`config.mk`:
```
export PLATFORM = sky130hd
export DESIGN_NAME = mux_arb4
export DESIGN_NICKNAME = d
export VERILOG_FILES = /design/src/rtl/mux_arb_pkg.sv /design/src/rtl/rr_pick4.sv /design/src/rtl/mux_arb4.sv
export SDC_FILE = /design/constraint.sdc
export NUM_CORES = 1
export LEC_CHECK = 0
export ABC_AREA = 1
export CAP_MARGIN = 20
export CORE_AREA = 2 2 39 41
export DETAILED_ROUTE_END_ITERATION = 8
export DIE_AREA = 0 0 41 43
export PLACE_DENSITY = 0.8
export SETUP_SLACK_MARGIN = 0.15
export SLEW_MARGIN = 10
export SYNTH_ARGS = -nofsm -noshare
export SYNTH_HDL_FRONTEND = slang
export SYNTH_SLANG_ARGS = --single-unit
```
`constraint.sdc`:
```
create_clock -name clk -period 1.76 [get_ports clk]
set_input_delay 0.528 -clock clk [delete_from_list [all_inputs] [get_ports clk]]
set_output_delay 0.528 -clock clk [all_outputs]
set_load 0.01 [all_outputs]
```
`src/rtl/mux_arb_pkg.sv`:
```
// rtl/mux_arb_pkg.sv - shared constants and state type for the mux_arb4 arbiter
package mux_arb_pkg;

  localparam int N_REQ        = 4;
  localparam int SEL_W        = 2;
  localparam int MAX_HOLD_DEF = 8;

  typedef enum logic {
    ARB_IDLE,
    ARB_GRANT
  } arb_state_t;

endpackage

```
`src/rtl/rr_pick4.sv`:
```
// rtl/rr_pick4.sv - combinational round-robin pick over four candidates
module rr_pick4
  import mux_arb_pkg::*;
(
  input  logic [SEL_W-1:0] ptr,
  input  logic [N_REQ-1:0] mask,
  output logic [SEL_W-1:0] idx,
  output logic             found
);

  // Walk offsets from farthest to nearest so the slot right after ptr wins last.
  always_comb begin : pick
    logic [SEL_W-1:0] cand;
    idx   = '0;
    found = 1'b0;
    cand  = '0;
    for (int k = N_REQ; k >= 1; k--) begin
      cand = ptr + SEL_W'(k);
      if (mask[cand]) begin
        idx   = cand;
        found = 1'b1;
      end
    end
  end

endmodule

```
`src/rtl/mux_arb4.sv`:
```
// rtl/mux_arb4.sv - 4-way round-robin arbiter driving a 4:1 bit mux
// Optional hold limit with preemption: MUX_ARB_HOLD_LIMIT_EN.
module mux_arb4
  import mux_arb_pkg::*;
#(
  parameter int MAX_HOLD = MAX_HOLD_DEF
) (
  input  logic             clk,
  input  logic             rst_n,
  input  logic [N_REQ-1:0] req,
  input  logic [N_REQ-1:0] d,
  output logic [N_REQ-1:0] gnt,
  output logic [SEL_W-1:0] sel,
  output logic             valid,
  output logic             o,
  output logic             preempt
);

  arb_state_t       state, state_n;
  logic [SEL_W-1:0] owner, owner_n;
  logic [SEL_W-1:0] ptr, ptr_n;
  logic [SEL_W-1:0] pick_idx;
  logic             pick_found;
  logic [N_REQ-1:0] own_oh;
  logic [N_REQ-1:0] pick_mask;

`ifdef MUX_ARB_HOLD_LIMIT_EN
  localparam int HOLD_W = $clog2(MAX_HOLD);
  logic [HOLD_W-1:0] hold_cnt, hold_n;
  logic              hold_sat;
  logic              preempt_r, preempt_n;
  assign hold_sat = (hold_cnt == HOLD_W'(MAX_HOLD - 1));
  assign preempt  = preempt_r;
`else
  assign preempt  = 1'b0;
`endif

  assign own_oh    = N_REQ'(1) << owner;
  // While granted, the current owner is never a candidate for the next pick.
  assign pick_mask = (state == ARB_GRANT) ? (req & ~own_oh) : req;

  rr_pick4 u_pick (
    .ptr   (ptr),
    .mask  (pick_mask),
    .idx   (pick_idx),
    .found (pick_found)
  );

  always_comb begin
    state_n = state;
    owner_n = owner;
    ptr_n   = ptr;
`ifdef MUX_ARB_HOLD_LIMIT_EN
    hold_n    = hold_cnt;
    preempt_n = 1'b0;
`endif
    case (state)
      ARB_IDLE: begin
        if (pick_found) begin
          state_n = ARB_GRANT;
          owner_n = pick_idx;
          ptr_n   = pick_idx;
`ifdef MUX_ARB_HOLD_LIMIT_EN
          hold_n  = '0;
`endif
        end
      end
      ARB_GRANT: begin
        if (!req[owner]) begin
          if (pick_found) begin
            owner_n = pick_idx;
            ptr_n   = pick_idx;
          end else begin
            state_n = ARB_IDLE;
          end
`ifdef MUX_ARB_HOLD_LIMIT_EN
          hold_n = '0;
        end else if (hold_sat && pick_found) begin
          owner_n   = pick_idx;
          ptr_n     = pick_idx;
          hold_n    = '0;
          preempt_n = 1'b1;
        end else if (!hold_sat) begin
          hold_n = hold_cnt + 1'b1;
`endif
        end
      end
      default: state_n = ARB_IDLE;
    endcase
  end

  always_ff @(posedge clk) begin
    if (!rst_n) begin
      state <= ARB_IDLE;
      owner <= '0;
      ptr   <= SEL_W'(N_REQ - 1);
`ifdef MUX_ARB_HOLD_LIMIT_EN
      hold_cnt  <= '0;
      preempt_r <= 1'b0;
`endif
    end else begin
      state <= state_n;
      owner <= owner_n;
      ptr   <= ptr_n;
`ifdef MUX_ARB_HOLD_LIMIT_EN
      hold_cnt  <= hold_n;
      preempt_r <= preempt_n;
`endif
    end
  end

  assign valid = (state == ARB_GRANT);
  assign sel   = owner;
  assign gnt   = valid ? own_oh : '0;
  assign o     = valid & d[sel];

endmodule

```
======== After elaboration in Yosys (flattened, before gate mapping) ========
Index checks and enable logic that the tools add are counted.
storage, ports and cells
  bits in registers ....................... 5
cells by class
  add/subtract/negate cells ............... 3
  $lt $le $gt $ge ......................... 5
  equality and inequality tests ........... 1
  shift-type cells ........................ 1
  mux-type cells .......................... 31
  bitwise gates (word level) .............. 4
operator list
  kind                   count
  $mux W2                8
  $lt A2 B3 Y1 const B   5
  $bmux W1 S2            6
  $mux W1                12
  $mux W4                2
  $pmux W2 S2            2
  $add A2 B2 Y2 const B  2
  $and A4 B4 Y4          1
  $not A4 Y4             1
  $shl A1 B2 Y4 const A  1
  $add A2 B1 Y2 const B  1
  $ne A2 B2 Y1 const B   1
  $pmux W1 S2            1
  $and A1 B1 Y1          1
  $not A1 Y1             1

======== Longest topological paths before layout ========
  word-level depth ........................ 13
  depth in mapped cells ................... 13

======== By module ========
A second synthesis with hierarchy kept.
second synthesis, totals
  cells, all modules ...................... 105
  area, all modules ....................... 568.0 µm²
by module, submodules not included
  module    times used  cells each  area each (µm²)  seq. area each (µm²)
  mux_arb4  1           56          341.6            100.1
  rr_pick4  1           49          226.5            0.0

======== Least setup slack after synthesis ========
OpenSTA, ideal clock, no wires.
  path kind ............................... register to output
  start ................................... register owner[0], in the netlist sel[0]
  end ..................................... output port o
  arrival ................................. 964 ps
  data required time ...................... 1,232 ps
  path slack .............................. 268 ps
  stages on the path, launching flop included .. 5
  path buffers ............................ 0
  path through ............................ dfxtp_1 inv_2 nor2_1 a22oi_1 a31oi_1
on the way
  word-level cells in the longest chain between the ends .. 3
ends and longest elaborated chain
  item                           line             source
  start, declared                mux_arb4.sv:20   logic [SEL_W-1:0] owner, owner_n;
  start signal, assigned         mux_arb4.sv:103  owner <= owner_n;
  $bmux W1 S2                    mux_arb4.sv:115  assign o = valid & d[sel];
  $mux W1 (not written as such)  mux_arb4.sv:115
  $and A1 B1 Y1                  mux_arb4.sv:115
  end, declared                  mux_arb4.sv:15   output logic o,
No other way between the ends. The select of a mux whose other input is x is not followed.

======== Worst setup path after layout ========
Ends and elaborated chain as after synthesis.

==> results.toml <==
[cells_and_area]
nets = 128
final_layout_size_suffix_gt1_frac = 0.4786
diodes = 0
syn2layout_area_growth_pct = 62.02
post-route-util = 0.6094
final_area_sq_um = 843.3

[synth]
synthCells = 88
syn-num-nets = 98
yosys_warnings = 0
yosys.area.top_type = "dfxtp_1"
ys_seq_elements = 5
synth-main-ff-cell = "dfxtp_1"
async_flop_share = 0
synthSimpleGateAreaFrac = 0.4591
synth-edff-count = 0
syn_area_per_cell_sq_um = 5.915
yosys.area.top_type_share = 0.1923
synthAdderAreaFrac = 0
synth_common_cells = "25 x nand2_1, 15 x inv_1, 14 x nand3_1, 5 x dfxtp_1, 5 x nand2_2"
synth_xor_area_frac = 0.01683
seq_area_frac_synth = 0.1923
synth_compound_gate_area_share = 0.1442
yosysMostFrequentCell = "nand2_1"
synth_cell_type_count = 22
synth_top_family_by_area = "simple AND/OR/NAND/NOR gates"
ys_top_cells_by_area = "dfxtp_1 19%, nand2_1 18%, nand3_1 13%, inv_1 11%, nand2_2 6.0%"
synth_mux_area_frac = 0
syn_area_sq_um = 520.5

[power_and_ir_drop]
ir_drop_mv = 1.074
power.leakage_nw = 0.4695
p_per_area_mw_per_mm2 = 1500

[global_route]
grt_usage = 0.1889
antenna_found_initial = 0
grt_max_degree = 10
grt_overflow = 0
grt_pass1_vias = 622
grt_pass1_wl_microns = 2380

[placed_design]
pre_cts_ws_ns = -0.5811
hpwl_microns = 1138
portBuffers = 17
gp_congestion = 0.7882
place_area_sq_um = 755.7

[floorplanning]
start_util = 0.3761
die-area_sq_mm = 0.001763
rows = 14
coreArea_sq_mm = 0.001384
die_h_microns = 43
die_x_microns = 41
io_pins = 19

[timing]
hold_ws_ns = 0.5707
finalHoldViolCount = 0
fin_crit_sh = 0.9576
finalMaxSlewViolations = 0
fmaxAchievable_mhz = 593.4
setup_viol = 0
setup_ws_ns = 0.07470
rsz0062_at_grt = "yes"
fin_crit_ns = 1.685
tns_ns = 0
finClkSkew_ns = 0.002718

[clocking]
cts_max_level = 1
tritoncts = "built"
clock_latency_ns = 0.23
hold_buffers = 0
cts.reportedPaths.clkPinSlew_ns = 0.04
cts_buffer_depth = 2
clkSinkCount = 5
cts_buffers = 3
cts-root-buf = "clkbuf_4"

[worst_setup_path]
required_ns = 1.23
worstPathMaxFanout = 5
critPathLaunchType = "flop"
cp-end-kind = "output port"
arrival_ns = 1.16
crit_type = "flop to output port"

[route]
wire_per_inst_microns = 10.24
ant_nets = 0
first_iter_violations = 11
vias = 628
drt-vias-per-instance = 4.722
drt_wl_total_microns = 1362
dr.pass1.iters = 4
drcViolationCount = 0

[run_status]
status = "finished clean"

[hold_path]
hold_path_class = "flop to flop"

[flow_run]
maxCapViolations = 0
[registers in the layout, indices dropped and copies added (netlist names)]
name	flops
ptr	2
valid	1
sel	2
[power by group]
group / leakage (nW) / internal (mW) / switching (mW)
logic: 0.412 / 0.391 / 0.498
clock network: 0.0150 / 0.0855 / 0.0427
registers: 0.0428 / 0.166 / 0.0822
total: 0.470 / 0.643 / 0.623
[critical path, cell delays in order, from the launching register on]
cell and delay (ns):
dfxtp_4 0.37, inv_4 0.07, buf_6 0.10, nand3_2 0.05, a31oi_1 0.18, buf_2 0.16
[timing repair]
| item | 4_1_cts | 5_1_grt |
|---|---|---|
| setup buffers | 1 | 0 |
| resized for setup | 34 | 27 |
| setup endpoints to repair | 12 | 9 |
| pin swaps | 6 | 11 |
[area by class of cell]
class                      count  area [sq um]
clock buffer                   4         26.28
multi-input combinational     63         396.6
tap                           16         20.02
timing repair buffer          28         224.0
inverter                      17         66.31
sequential                     5         110.1
fill                         125         540.5
[path summary, 6_finish.rpt]
path / from / endpoint / slack, ns / cells after the start
setup / recovery: sel[0]$_SDFFE_PN0P_ / o / 0.07 / 5
hold / removal: ptr[1]$_SDFFE_PN1P_ / ptr[1]$_SDFFE_PN1P_ / 0.57 / 2
setup reg to reg: sel[1]$_SDFFE_PN0P_ / ptr[1]$_SDFFE_PN1P_ / 0.20 / 12
hold reg to reg: ptr[1]$_SDFFE_PN1P_ / ptr[1]$_SDFFE_PN1P_ / 0.57 / 2
[logic make-up after synthesis]
| kind of cell | count (synthesis) |
|---|---|
| and+or+nand+nor | 51 |
| buffers and inverters | 20 |
| AOI/OAI and AO/OA | 10 |
| DFF | 5 |
| xor gates and xnor gates | 1 |
| other | 1 |
[metal layers]
layer	track usage	vias up	part of all wire
met5	0	-	0
met4	0.03333	0	0
met3	0.04712	0	0.025
met2	0.3344	10	0.58
met1	0.2161	286	0.39
li1	-	332	-
[metrics by stage]
stage	cells	power, mW
6_report	133	1.265
4_1_cts	133	1.156
2_1_floorplan	88	0.7737
3_3_place_gp	128	0.9991
5_1_grt	133	1.383
3_5_place_dp	128	1.025
[cell usage in the layout, fill, tap and decap left out, types with 3 or more instances in the layout]
cell type and n:
nand3_2 7, nand2_2 16, dlygate4sd2_1 9, buf_2 3, inv_1 14, nand3_1 9, clkbuf_4 3, nand2_1 14
buf_4 9
Note: power is estimated with default switching activity, not from simulation.
